<file path="src/rtl/err_recovery_seq.sv">
// Error-recovery sequencer: adds the most-significant error slices onto an approximate sum, one slice per cycle.
// Optional error-operation counter on port err_cnt is enabled by defining ERR_RECOVERY_STAT_EN.
module err_recovery_seq #(
  parameter int SLICE_W    = 4,
  parameter int REC_SLICES = 4
) (
  input  logic        clk,
  input  logic        rst_n,
  input  logic        in_valid,
  output logic        in_ready,
  input  logic [30:0] e1_in,
  input  logic [15:0] ep_in,
  output logic        out_valid,
  input  logic        out_ready,
  output logic [32:0] p_out
`ifdef ERR_RECOVERY_STAT_EN
  ,
  output logic [7:0]  err_cnt
`endif
);

  localparam logic [1:0] S_IDLE    = 2'd0;
  localparam logic [1:0] S_CORRECT = 2'd1;
  localparam logic [1:0] S_DONE    = 2'd2;

  // Slices are applied from k=3 downwards; this is the last one that gets added.
  localparam int         LAST_K   = (REC_SLICES > 0) ? 4 - REC_SLICES : 0;
  localparam logic [1:0] LAST_IDX = LAST_K[1:0];

  logic [1:0]         state;
  logic [32:0]        acc;
  logic [15:0]        slice_reg;
  logic [1:0]         slice_idx;
  logic               ready_en;
  logic [SLICE_W-1:0] nib;
  logic [5:0]         shamt;
  logic [32:0]        slice_term;

  always_comb begin
    nib        = slice_reg[slice_idx*SLICE_W +: SLICE_W];
    shamt      = 6'(10 + SLICE_W * int'(slice_idx));
    slice_term = 33'(nib) << shamt;
  end

  assign in_ready  = ready_en && (state == S_IDLE);
  assign out_valid = (state == S_DONE);
  assign p_out     = acc;

  // ready_en holds in_ready low until the first clock edge after reset release.
  always_ff @(posedge clk or negedge rst_n) begin
    if (!rst_n) begin
      state     <= S_IDLE;
      acc       <= '0;
      slice_reg <= '0;
      slice_idx <= '0;
      ready_en  <= 1'b0;
    end else begin
      ready_en <= 1'b1;
      case (state)
        S_IDLE: begin
          if (in_valid && in_ready) begin
            acc       <= {e1_in, 1'b0};
            slice_reg <= ep_in;
            slice_idx <= 2'd3;
            state     <= (REC_SLICES > 0) ? S_CORRECT : S_DONE;
          end
        end
        S_CORRECT: begin
          acc <= acc + slice_term;
          if (slice_idx == LAST_IDX) begin
            state <= S_DONE;
          end else begin
            slice_idx <= slice_idx - 2'd1;
          end
        end
        S_DONE: begin
          if (out_ready) begin
            state <= S_IDLE;
          end
        end
        default: state <= S_IDLE;
      endcase
    end
  end

`ifdef ERR_RECOVERY_STAT_EN
  always_ff @(posedge clk or negedge rst_n) begin
    if (!rst_n) begin
      err_cnt <= '0;
    end else if (in_valid && in_ready && (ep_in != '0) && (err_cnt != 8'hFF)) begin
      err_cnt <= err_cnt + 8'd1;
    end
  end
`endif

endmodule

</file>
<file path="config.mk">
export PLATFORM = sky130hd
export DESIGN_NAME = err_recovery_seq
export DESIGN_NICKNAME = d
export VERILOG_FILES = /design/src/rtl/err_recovery_seq.sv
export SDC_FILE = /design/constraint.sdc
export NUM_CORES = 1
export LEC_CHECK = 0
export ABC_AREA = 1
export CAP_MARGIN = 20
export CORE_MARGIN = 2
export CORE_UTILIZATION = 40
export CTS_BUF_LIST = sky130_fd_sc_hd__clkbuf_4
export CTS_CLUSTER_SIZE = 28
export DETAILED_ROUTE_END_ITERATION = 8
export HOLD_SLACK_MARGIN = 0.02
export PLACE_DENSITY = 0.66
export SYNTH_ARGS = -nofsm -noshare
export SYNTH_HDL_FRONTEND = slang
export SYNTH_SLANG_ARGS = --single-unit
</file>
<file path="constraint.sdc">
create_clock -name clk -period 2.5 [get_ports clk]
set_input_delay 0.5 -clock clk [delete_from_list [all_inputs] [get_ports clk]]
set_output_delay 0.5 -clock clk [all_outputs]
set_load 0.01 [all_outputs]
</file>
# Word level (Yosys, flattened, before mapping)
# Index checks and enable logic that the tools add are counted.
[word_totals]
regBits = 54
inputBits = 51
[classes]
add_sub_neg = 3
eq_ne = 6
shifts = 2
mux = 9
reduce_logical = 9
[ops]
columns = ["cell", "count"]
rows = [
  ["$pmux 33 s2", 1],
  ["$add 33x33->33", 1],
  ["$mux 33", 1],
  ["$shl 4x5->33", 1],
  ["$shiftx 16x5->4", 1],
  ["$mux 2", 5],
  ["$pmux 2 s3", 1],
  ["$reduce_and 3->1", 2],
  ["$add 4x4->5 const A", 1],
  ["$logic_not 2->1", 2],
  ["$ne 2x1->1 const B", 2],
  ["$ne 2x2->1 const B", 2],
  ["$pmux 2 s2", 1],
  ["$reduce_and 2->1", 2],
  ["$eq 2x1->1 const B", 1],
  ["$eq 2x2->1 const B", 1],
  ["$logic_and 1x1->1", 2],
  ["$reduce_bool 2->1", 1],
  ["$sub 2x1->2 const B", 1],
]

# Logic depth before layout (Yosys ltp)
# Gate-level depths: netlist of the first run.
[depth]
ltp_word = 5
ltp_mapped = 21

# Least setup slack after synthesis of the first run
# No wires, ideal clock.
[synth_path]
kind = "flip-flop to flip-flop"
start = "reg slice_idx[0]"
end = "reg acc[30] (netlist: p_out[30])"
t_arrival_ns = 2.257
slack_ns = 0.126
path_stages_with_launch = 20
period_less_slack_ns = 2.374
cell_sequence = "dfrtp_1 -> buf_2 -> inv_1 -> buf_2 -> a21oi_1 -> nor2_1 -> nor2_1 -> nand2_1 -> inv_1 -> ha_1 -> nand2_1 -> inv_1 -> nand2_1 -> nand2_1 -> a21oi_1 -> nor2_1 -> nor2_1 -> nand3_1 -> nand3_1 -> nand2_1"
[synth_between]
elab_chain_cells = 4
elab_cells_between_ends = 5
cone_classes = "add/sub (2); shift (2); mux (1)"
[synth_lines]
columns = ["element", "line", "source"]
rows = [
  ["from (decl)", "33", "logic [1:0] slice_idx;"],
  ["from (signal assigned)", "73", "slice_idx <= slice_idx - 2'd1;"],
  ["$shiftx 16x5->4 or $add 4x4->5 (tied branches)", "40, 41", ""],
  ["$shl 4x5->33 (*)", "42", "slice_term = 33'(nib) << shamt;"],
  ["$add 33x33->33 (*)", "69", "acc <= acc + slice_term;"],
  ["$pmux 33 s2 (*)", "59", "case (state)"],
  ["to (signal assigned)", "62", "acc <= {e1_in, 1'b0};"],
  ["to (signal assigned)", "69", ""],
  ["to (decl)", "31", "logic [32:0] acc;"],
]
# Mark *: on every way between the ends. The rest lies on a longest branch, timed or not.
# A chain may end at the register's enable or synchronous reset.

# Worst setup path after layout of the first run
[layout_path]
start = "reg slice_idx[0]"
end = "reg acc[32] (netlist: p_out[32])"
# The elaborated chain is that of the path after synthesis.

==> results of run 1 <==
-- cell families after synthesis --
family / Yosys count
fa+ha+maj: 32
mux: 3
flops: 53
compound gates: 64
simple gates: 480
buf+inv: 144
other cells: 2
xor+xnor: 6
-- cells in the mapped netlist --
cell type / instances / area, µm²
nand2_1: 299 / 1122
inv_1: 119 / 446.7
nand3_1: 77 / 385.4
nor2_1: 66 / 247.7
dfrtp_1: 53 / 1326
a21oi_1: 33 / 165.2
ha_1: 31 / 387.9
o21ai_0: 18 / 90.09
buf_2: 12 / 60.06
nor3_1: 10 / 50.05
nand4_1: 7 / 43.79
nor2_2: 5 / 31.28
clkbuf_1: 4 / 15.01
nand2_2: 4 / 25.02
xnor2_1: 4 / 35.03
buf_4: 3 / 22.52
mux2i_1: 3 / 30.03
nand3b_1: 3 / 22.52
o211ai_1: 3 / 22.52
o21bai_1: 3 / 22.52
a22o_1: 2 / 17.52
buf_6: 2 / 22.52
clkinv_1: 2 / 7.510
conb_1: 2 / 7.510
nor2_4: 2 / 22.52
xor2_1: 2 / 17.52
a211oi_1: 1 / 7.510
a221oi_1: 1 / 8.760
a22oi_1: 1 / 7.510
and2_1: 1 / 6.260
fa_1: 1 / 20.02
inv_2: 1 / 3.750
inv_4: 1 / 6.260
nand2_4: 1 / 11.26
nand3_2: 1 / 10.01
nor3_2: 1 / 10.01
nor3b_2: 1 / 12.51
nor4_1: 1 / 6.260
o22ai_1: 1 / 6.260
o31ai_1: 1 / 7.510
or2_2: 1 / 6.260
-- repair_timing --
action | 4_1_cts | 5_1_grt
gates resized for setup | 15 | 91
endpoints found under the setup margin | 10 | 21
pin swaps | 1 | 34
buffers inserted | 2 | 5
-- report_power, final --
part / switching [W] / internal, W / leakage, nW
logic: 0.00356 / 0.00264 / 2.76
clock network: 0.000336 / 0.000218 / 0.0462
registers: 0.000403 / 0.00128 / 0.645
-- through the flow --
step / cell area [µm²] / hold WS (ns) / instances / utilization (%)
floorplan: 4833 / 0.2044 / 799 / -
CTS: 6158 / 0.03900 / 1047 / 53.48
global route: 6536 / 0.04896 / 1052 / 56.76
global placement: 5996 / 0.4635 / 1037 / 52.06
finish: 6536 / 0.03730 / 1052 / 56.76
detailed placement: 5996 / 0.4682 / 1037 / 52.06
-- per-layer routing --
metal  global-route usage [%]  vias up  share of wire (%)
met3                    2.571       16                3.7
met2                    37.96      106                 46
met4                    4.715        0                1.6
li1                         -     2672                  -
met1                    31.04     2310                 48
met5                        0        -                  0
-- layout make-up --
class | instances | area, µm² | area share, %
Timing Repair Buffer | 123 | 1169 | 17.88
Sequential cell | 53 | 1326 | 20.29
Inverter | 123 | 464.2 | 7.102
Clock buffer | 5 | 37.54 | 0.5743
Clock inverter | 3 | 47.55 | 0.7274
Tap cell | 143 | 178.9 | 2.737
Multi-Input combinational cell | 602 | 3313 | 50.69
-- worst paths after layout --
path / end / cells past startpoint
max: p_out[32] / 20
min reg2reg: p_out[1] / 2
min in group clk: p_out[1] / 2
min: p_out[19] / 2
max reg2reg: p_out[32] / 20
max in group asynchronous: p_out[20] / 2
==> summary.md, run 1 <==
| Metric | Value |
|---|---|
| Outcome | complete, no violations |
| H-tree depth | 2 |
| Synth Area in Compound Gates | roughly 7.4% |
| Initial drt markers | 280 |
| DRT Wirelength | between 10,000 and 15,000 µm |
| First-pass detailed-route iteration total | 5 |
| Die ar. | between 10,000 and 15,000 µm² |
| Ys Warns | 0 |
| Seq cells post-synth | 53 |
| Vias in the first global route | 4,810 |
| Reg2Reg Setup Slack | 0.1 ns |
| Core area | about 12,000 µm² |
| Antenna violations before repair | 0 |
| Post-synthesis mux area share | less than 1% |
| RePlAce Congestion | roughly 0.9 |
| R2r startpoint | slice_idx[0] |
| Dpl ws | -0.1285 ns |
| Die W | roughly 110 µm |
| Maximum clock path buffer count | 2 |
| Hold_buf cts | 0 |
| Peak supply drop | roughly 520 µV |
| Grt ovf | 0 |
| Power, Total | between 0.008 and 0.009 W |
| Critical Path, Cell by Cell | buf_6 -> mux2i_1 -> nor2_1 -> nor2_2 -> buf_4 -> nor2_2 -> nand2_1 -> inv_2 -> ha_4 -> nand2_1 -> nand2_2 -> nand2_1 -> nand2_2 -> o21bai_4 -> a21oi_2 -> nand2_1 -> nand2_1 -> nand2_1 -> nand2_1 -> inv_1 |
| Synth-to-layout area growth | 36.83% |
| CP max stage cell | dfrtp_1 |
| Largest register FFs | 32 |
| Chip height | ~110 µm |
| Setup TNS | 0 ns |
| MaxCap Viol Count | 0 |
| Post-DRT Antenna Nets | 0 |
| Initial core utilization | just over 40% |
| Final worst path period need | about 2.4 ns |
| Post-DR wirelength/cell | between 10 and 15 µm |
| Final Hold Viols | 0 |
| Worst Skew | ~0.031 ns |
| Clk Latency, worst-skew pair | around 0.42 ns |
| Via density | about 4.9 |
| Total GRT Usage | between 20% and 30% |
| Most frequent CP cell | nand2_1 |
| Critical Path RT | 2.81 ns |
| Largest net degree at the start of global routing | between 50 and 60 |
| CP delay by family, top | simple AND/OR/NAND/NOR gates |
| CP Launch Type | register |
| FMAX | 0.4160 GHz |
| Sequential-to-total area share from yosys stat | 27.76% |
| Antenna diode count | 0 |
| CP Max Fanout | 7 |
| I/O pin total | 86 |
| Commonest non-fill, non-tap cell in the layout | nand2_1 |
| Final Net Count | slightly below 1,000 |
| Largest family of logic cells by synthesized area | simple AND/OR/NAND/NOR gates |
| Worst path max stage delay | 0.40 ns |
| Clock Sinks | 53 |
| Final setup fails | 0 |
| Clock root buffer | clkbuf_4 |
| Port bufs | 84 |
| Netlist Area Pre-Place | roughly 4800 µm² |
| Worst Setup End Kind | register |
| Most frequent cells in the layout | nand2_1 (276), inv_1 (110), clkdlybuf4s50_1 (83) |
| Post-Synthesis Mean Instance Area | a little over 6 µm² |
| Fillcell total | roughly 1,200 |
| DR vias | approximately 5,000 |
| FP Rows | 39 |
| Drt drc | 0 |
| Simple-gate share of the synthesized area | 42.14% |
| RSZ-0062 raised after global routing | true |
| First-pass GRT wire length | 23,200 µm |
| WP data arrival | approximately 2.7 ns |
| Fin crit share | between 90% and 100% |
| XOR/XNOR share of the synthesized area | 1.100% |
| Layout cells sized above 1 | 15.95% |
| Slew Viols, Final | 0 |
| CP bufs+invs | 4 |
| Synth unique cells | 41 |
| Post-Syn Instances | 784 |
| Hold Path Class | in -> async |
| Worst Setup SP | slice_idx[0] |
| Fin worst setup slack | around 0.096 ns |
| Pleak | 3.450 nW |
| Critical path class | reg -> reg |
| CTS clk-pin slew, worst paths | 0.20 ns |
| CTS buffer count | 5 |
| Synth Area in Adders | about 8.5% |
| Power Dens Cells | 1290 nW/µm² |
| CTS tree | done |
| Hpwl dp | approximately 11,000 µm |
Note: power is estimated with default switching activity, not from simulation.
==> run 2, diff against run 1 <==
- CORE_UTILIZATION: 40 -> 32
- PLACE_DENSITY: 0.66 -> default
==> summary.md, run 2 (synthesized netlist as in run 1, its figures left out) <==
| Metric | Value |
|---|---|
| Reg area | roughly 1300 µm² |
| Final Hold Viols | 0 |
| Critical path class | reg -> reg |
| Initial core utilization | 32.87% |
| Total GRT Usage | ~18% |
| CP Max Fanout | 8 |
| Final core utilization | between 40% and 50% |
| Setup TNS | 0 ns |
| Power share of the combinational group | between 70% and 80% |
| Grt ovf | 0 |
| DRT Wirelength | around 14,000 µm |
| H-tree depth | 2 |
| R2r startpoint | slice_idx[0] |
| Switching Share | between 50% and 60% |
| FP Rows | 44 |
| Critical Path, Cell by Cell | buf_8 -> nand2_1 -> nand3_2 -> nand2_1 -> nor3_1 -> ha_1 -> nand2_4 -> inv_1 -> a21oi_4 -> nand2_1 -> nand2_1 -> nand3_1 -> nand2_1 -> nand3_1 -> nand2_1 -> nand2_1 |
| WP data arrival | 2.84 ns |
| Reg-to-Reg End | p_out[28] |
| First-pass detailed-route iteration total | 5 |
| CP delay by family, top | simple AND/OR/NAND/NOR gates |
| Port bufs | between 80 and 90 |
| DP Area | roughly 6000 µm² |
| Clock Sinks | 53 |
| RSZ-0062 raised after global routing | true |
| Synth-to-layout area growth | 37.27% |
| Internal | about 0.004 W |
| Reg2Reg Setup Slack | 0.01 ns |
| Initial drt markers | 264 |
| Worst Setup End Kind | register |
| Maximum clock path buffer count | 2 |
| Die ar. | about 16,000 µm² |
| Worst path max stage delay | between 0.4 and 0.5 ns |
| Vias in the first global route | just under 5,000 |
| Hpwl dp | between 10,000 and 15,000 µm |
| Clk network pwr share | under 10% |
| CTS clk-pin slew, worst paths | between 0.15 and 0.2 ns |
| CP max stage cell | dfrtp_2 |
| Pleak | approximately 3.4 nW |
| RePlAce Congestion | a little under 1 |
| Fin crit share | 99.52% |
| Outcome | complete, no violations |
| Clock root buffer | clkbuf_4 |
| First-pass GRT wire length | between 20,000 and 25,000 µm |
| Sequential share of power | roughly 20% |
| Clk Latency, worst-skew pair | approximately 0.43 ns |
| Worst Skew | roughly 0.018 ns |
| Antenna violations before repair | 1 |
| Worst Hold Slack | ~0.027 ns |
| Layout cells sized above 1 | between 15 and 20% |
| CP Launch Type | register |
| Final Cell Area | 6558 µm² |
| Commonest non-fill, non-tap cell in the layout | nand2_1 |
| Switching Power | around 0.0043 W |
| CTS buffer count | 5 |
| Most frequent CP cell | nand2_1 |
| CTS tree | done |
| Final worst path period need | ~2.5 ns |
| Chip height | roughly 130 µm |
| Final Net Count | slightly below 1,000 |
| Fin worst setup slack | 0.01198 ns |
| Critical Path RT | approximately 2.9 ns |
| FMAX | around 0.4 GHz |
| Fillcell total | approximately 1,600 |
| Largest register FFs | 32 |
| Die W | 126.2 µm |
| Drt drc | 0 |
| Core area | 14,530 µm² |
| Via density | approximately 4.7 |
| Post-DR wirelength/cell | approximately 13 µm |
| DR vias | around 5,100 |
| CP bufs+invs | 2 |
| Post-DRT Antenna Nets | 0 |
| Multi-input gate area | roughly 3300 µm² |
| Most frequent cells in the layout | nand2_1 (272), inv_1 (109), clkdlybuf4s50_1 (83) |
| Hold_buf cts | 0 |
| Largest net degree at the start of global routing | 54 |
| Hold Path Class | in -> async |
| Final setup fails | 0 |
| I/O pin total | 86 |
| Peak supply drop | a little under 500 µV |
| Power Dens Cells | ~1300 nW/µm² |
| Worst Setup SP | slice_idx[0] |
| Dpl ws | -0.09993 ns |
| R2R cell count | 16 |
| MaxCap Viol Count | 0 |
| Slew Viols, Final | 0 |
[run 2: metrics by stage]
stage	total power, W	instances
after detailed placement	0.006832	1075
after CTS	0.007392	1086
final	0.008303	1095
after global routing	0.009111	1095
after global placement	0.006818	1075
after floorplan	0.005027	799
[run 2: layer usage]
metal	global-route usage, %	part of all wire, %
met3	3.016	4.3
met1	25.01	47
met5	0	0
met4	5.301	1.6
met2	29.48	47
[run 2: power by group through the flow]
stage	logic, W	registers [W]	clock network (W)
final	0.00619	0.00168	0.000430
after global placement	0.00514	0.00168	0
after floorplan	0.00336	0.00167	0
after CTS	0.00528	0.00166	0.000458
after detailed placement	0.00516	0.00167	0
after global routing	0.00689	0.00174	0.000479
[run 2: how the worst max path moves through the flow]
stage,cells after the start,slack [ns],endpoint
after floorplan,19,0.13,p_out[30]
after global placement,15,-0.09,p_out[22]
after detailed placement,15,-0.1,p_out[22]
after CTS,12,-0.004,p_out[13]
after global routing,17,-0.17,p_out[27]
final,16,0.01,p_out[28]
[run 2: layout make-up]
class / instances / share of cell area, %
inverter: 123 / 7.079
clock inverter: 3 / 0.3244
clock buffer: 5 / 0.5724
multi-input combinational: 602 / 50.35
sequential: 53 / 20.24
antenna: 1 / 0.03816
timing repair buffer: 123 / 17.76
tap: 184 / 3.511
timing repair inverter: 1 / 0.1145
[run 2: what timing repair did]
item | CTS | global route
gates resized for setup | 7 | 99
buffers inserted | 3 | 7
pin swaps | 2 | 41
gates cloned | 0 | 1
setup endpoints to repair | 11 | 18
==> run 3, diff against run 2 <==
--- a/config.mk
+++ b/config.mk
@@ -12,3 +12,3 @@
 export CTS_BUF_LIST = sky130_fd_sc_hd__clkbuf_4
-export CTS_CLUSTER_SIZE = 28
+export CTS_CLUSTER_SIZE = 12
 export DETAILED_ROUTE_END_ITERATION = 8
--- a/constraint.sdc
+++ b/constraint.sdc
@@ -3,2 +3,2 @@
 set_output_delay 0.5 -clock clk [all_outputs]
-set_load 0.01 [all_outputs]
+set_load 0.05 [all_outputs]
==> summary.md, run 3 (synthesized netlist as in run 1, its figures left out) <==
| Metric | Value |
|---|---|
| Maximum clock path buffer count | 2 |
| Most frequent cells in the layout | nand2_1 (272), inv_1 (109), clkdlybuf4s50_1 (82) |
| Layout cells sized above 1 | 16.59% |
| Initial drt markers | approximately 260 |
| FP Rows | between 40 and 50 |
| Final Hold Viols | 0 |
| I/O pin total | 86 |
| Post-DRT Antenna Nets | 0 |
| Final Non-Filler Cells | ~1,100 |
| Die W | about 130 µm |
| DR vias | just over 5,000 |
| First-pass GRT wire length | around 23,000 µm |
| Worst Setup End Kind | register |
| Port bufs | between 80 and 90 |
| Outcome | complete, no violations |
| Total GRT Usage | 18.19% |
| RSZ-0062 raised after global routing | true |
| RePlAce Congestion | ~0.99 |
| CTS buffer count | 5 |
| CP Max Fanout | 8 |
| Die ar. | between 15,000 and 20,000 µm² |
| Hpwl dp | about 11,000 µm |
| CTS tree | done |
| Inst Count DP | ~1,100 |
| CP Launch Type | register |
| Antenna violations before repair | 1 |
| Grt ovf | 0 |
| Largest register FFs | 32 |
| Worst Hold Slack | roughly 0.027 ns |
| First-pass detailed-route iteration total | 5 |
| GR peak layer | met2 |
| Final setup fails | 0 |
| CTS clk-pin slew, worst paths | between 0.15 and 0.2 ns |
| Worst-Margin Slew | 0.5055 ns |
| Met1 usage | 25.01% |
| Critical path class | reg -> reg |
| Via density | around 4.7 |
| Peak supply drop | about 580 µV |
| Commonest non-fill, non-tap cell in the layout | nand2_1 |
| Clock Sinks | between 50 and 60 |
| DRT Wirelength | roughly 14,000 µm |
| Final worst path period need | 2.488 ns |
| Pleak | between 3 and 4 nW |
| Met2 usage | between 20 and 30% |
| Met3 usage | roughly 3% |
| Initial core utilization | between 30% and 40% |
| MaxCap Viol Count | 0 |
| Vias in the first global route | roughly 4,900 |
| Largest net degree at the start of global routing | 54 |
| H-tree depth | 2 |
| Final Net Count | approximately 990 |
| Critical Path RT | 2.85 ns |
| Final core utilization | between 40 and 50% |
| FMAX | about 0.4 GHz |
| Clk Latency, worst-skew pair | roughly 0.43 ns |
| Rel. slew slack | between 60% and 70% |
| Worst Skew | about 0.018 ns |
| Power Dens Cells | between 1000 and 1500 nW/µm² |
| Hold Path Class | in -> async |
| Fin crit share | 99.52% |
| Clock root buffer | clkbuf_4 |
| Synth-to-layout area growth | 37.32% |
| Core area | around 15,000 µm² |
| WP data arrival | about 2.8 ns |
| Slew Viols, Final | 0 |
| Chip height | 126.2 µm |
| Drt drc | 0 |
| Post-DR wirelength/cell | between 10 and 15 µm |
## run 3: per-stage QoR
step / TNS (ns) / setup WS, ns / total power [W] / instance area [µm²]
final: 0 / 0.01198 / 0.009106 / 6560
after global routing: -1.615 / -0.1726 / 0.009913 / 6560
after detailed placement: -0.4413 / -0.09993 / 0.007635 / 6025
after CTS: -0.003501 / -0.003501 / 0.008196 / 6138
after floorplan: 0 / 0.1257 / 0.005816 / 4833
after global placement: -0.2842 / -0.09460 / 0.007621 / 6025
## run 3: path summary, 6_finish.rpt
check / start / to / slack, ns / depth (start not counted)
setup / recovery: slice_idx[0] / p_out[28] / 0.01 / 16
hold / removal: rst_n / state[1] / 0.03 / 2
setup reg to reg: slice_idx[0] / p_out[28] / 0.01 / 16
hold reg to reg: slice_reg[15] / slice_reg[15] / 0.50 / 2
max in group asynchronous: rst_n / p_out[2] / 2.21 / 2
min in group clk: slice_reg[15] / slice_reg[15] / 0.50 / 2
## run 3: critical path, cell delays in order (launching register included)
cell and delay (ns):
dfrtp_2 0.48, buf_8 0.15, nand2_1 0.08, nand3_2 0.10, nand2_1 0.12, nor3_1 0.06, ha_1 0.41, nand2_4 0.15
inv_1 0.08, a21oi_4 0.20, nand2_1 0.11, nand2_1 0.12, nand3_1 0.09, nand2_1 0.07, nand3_1 0.06, nand2_1 0.07
nand2_1 0.04
## run 3: routing by layer
layer | vias to the layer above | routed length (µm)
li1 | 2691 | -
met1 | 2284 | 6867
met2 | 140 | 6761
met3 | 14 | 622
met4 | 0 | 228
met5 | - | 0
## run 3: final cells by class
type | count | area, µm²
Clock inverter | 3 | 21.27
Timing Repair Buffer | 123 | 1167
Tap cell | 184 | 230.2
Sequential cell | 53 | 1328
Fill cell | 1563 | 7974
Inverter | 123 | 464.2
Antenna cell | 1 | 2.502
Multi-Input combinational cell | 602 | 3302
Clock buffer | 5 | 37.54
Timing Repair inverter | 1 | 7.507
## run 3: timing repair
action | in CTS | in global routing
endpoints found under the setup margin | 11 | 19
pin swaps | 2 | 41
gates resized for setup | 7 | 100
cloned | 0 | 1
hold buffers | 0 | 0
buffers inserted | 3 | 7
## run 3: power breakdown
part	leakage, nW	internal (W)	switching, W
clock	0.0332	0.000113	0.000318
sequential	0.645	0.00128	0.000402
combinational	2.77	0.00262	0.00437
total	3.45	0.00402	0.00509
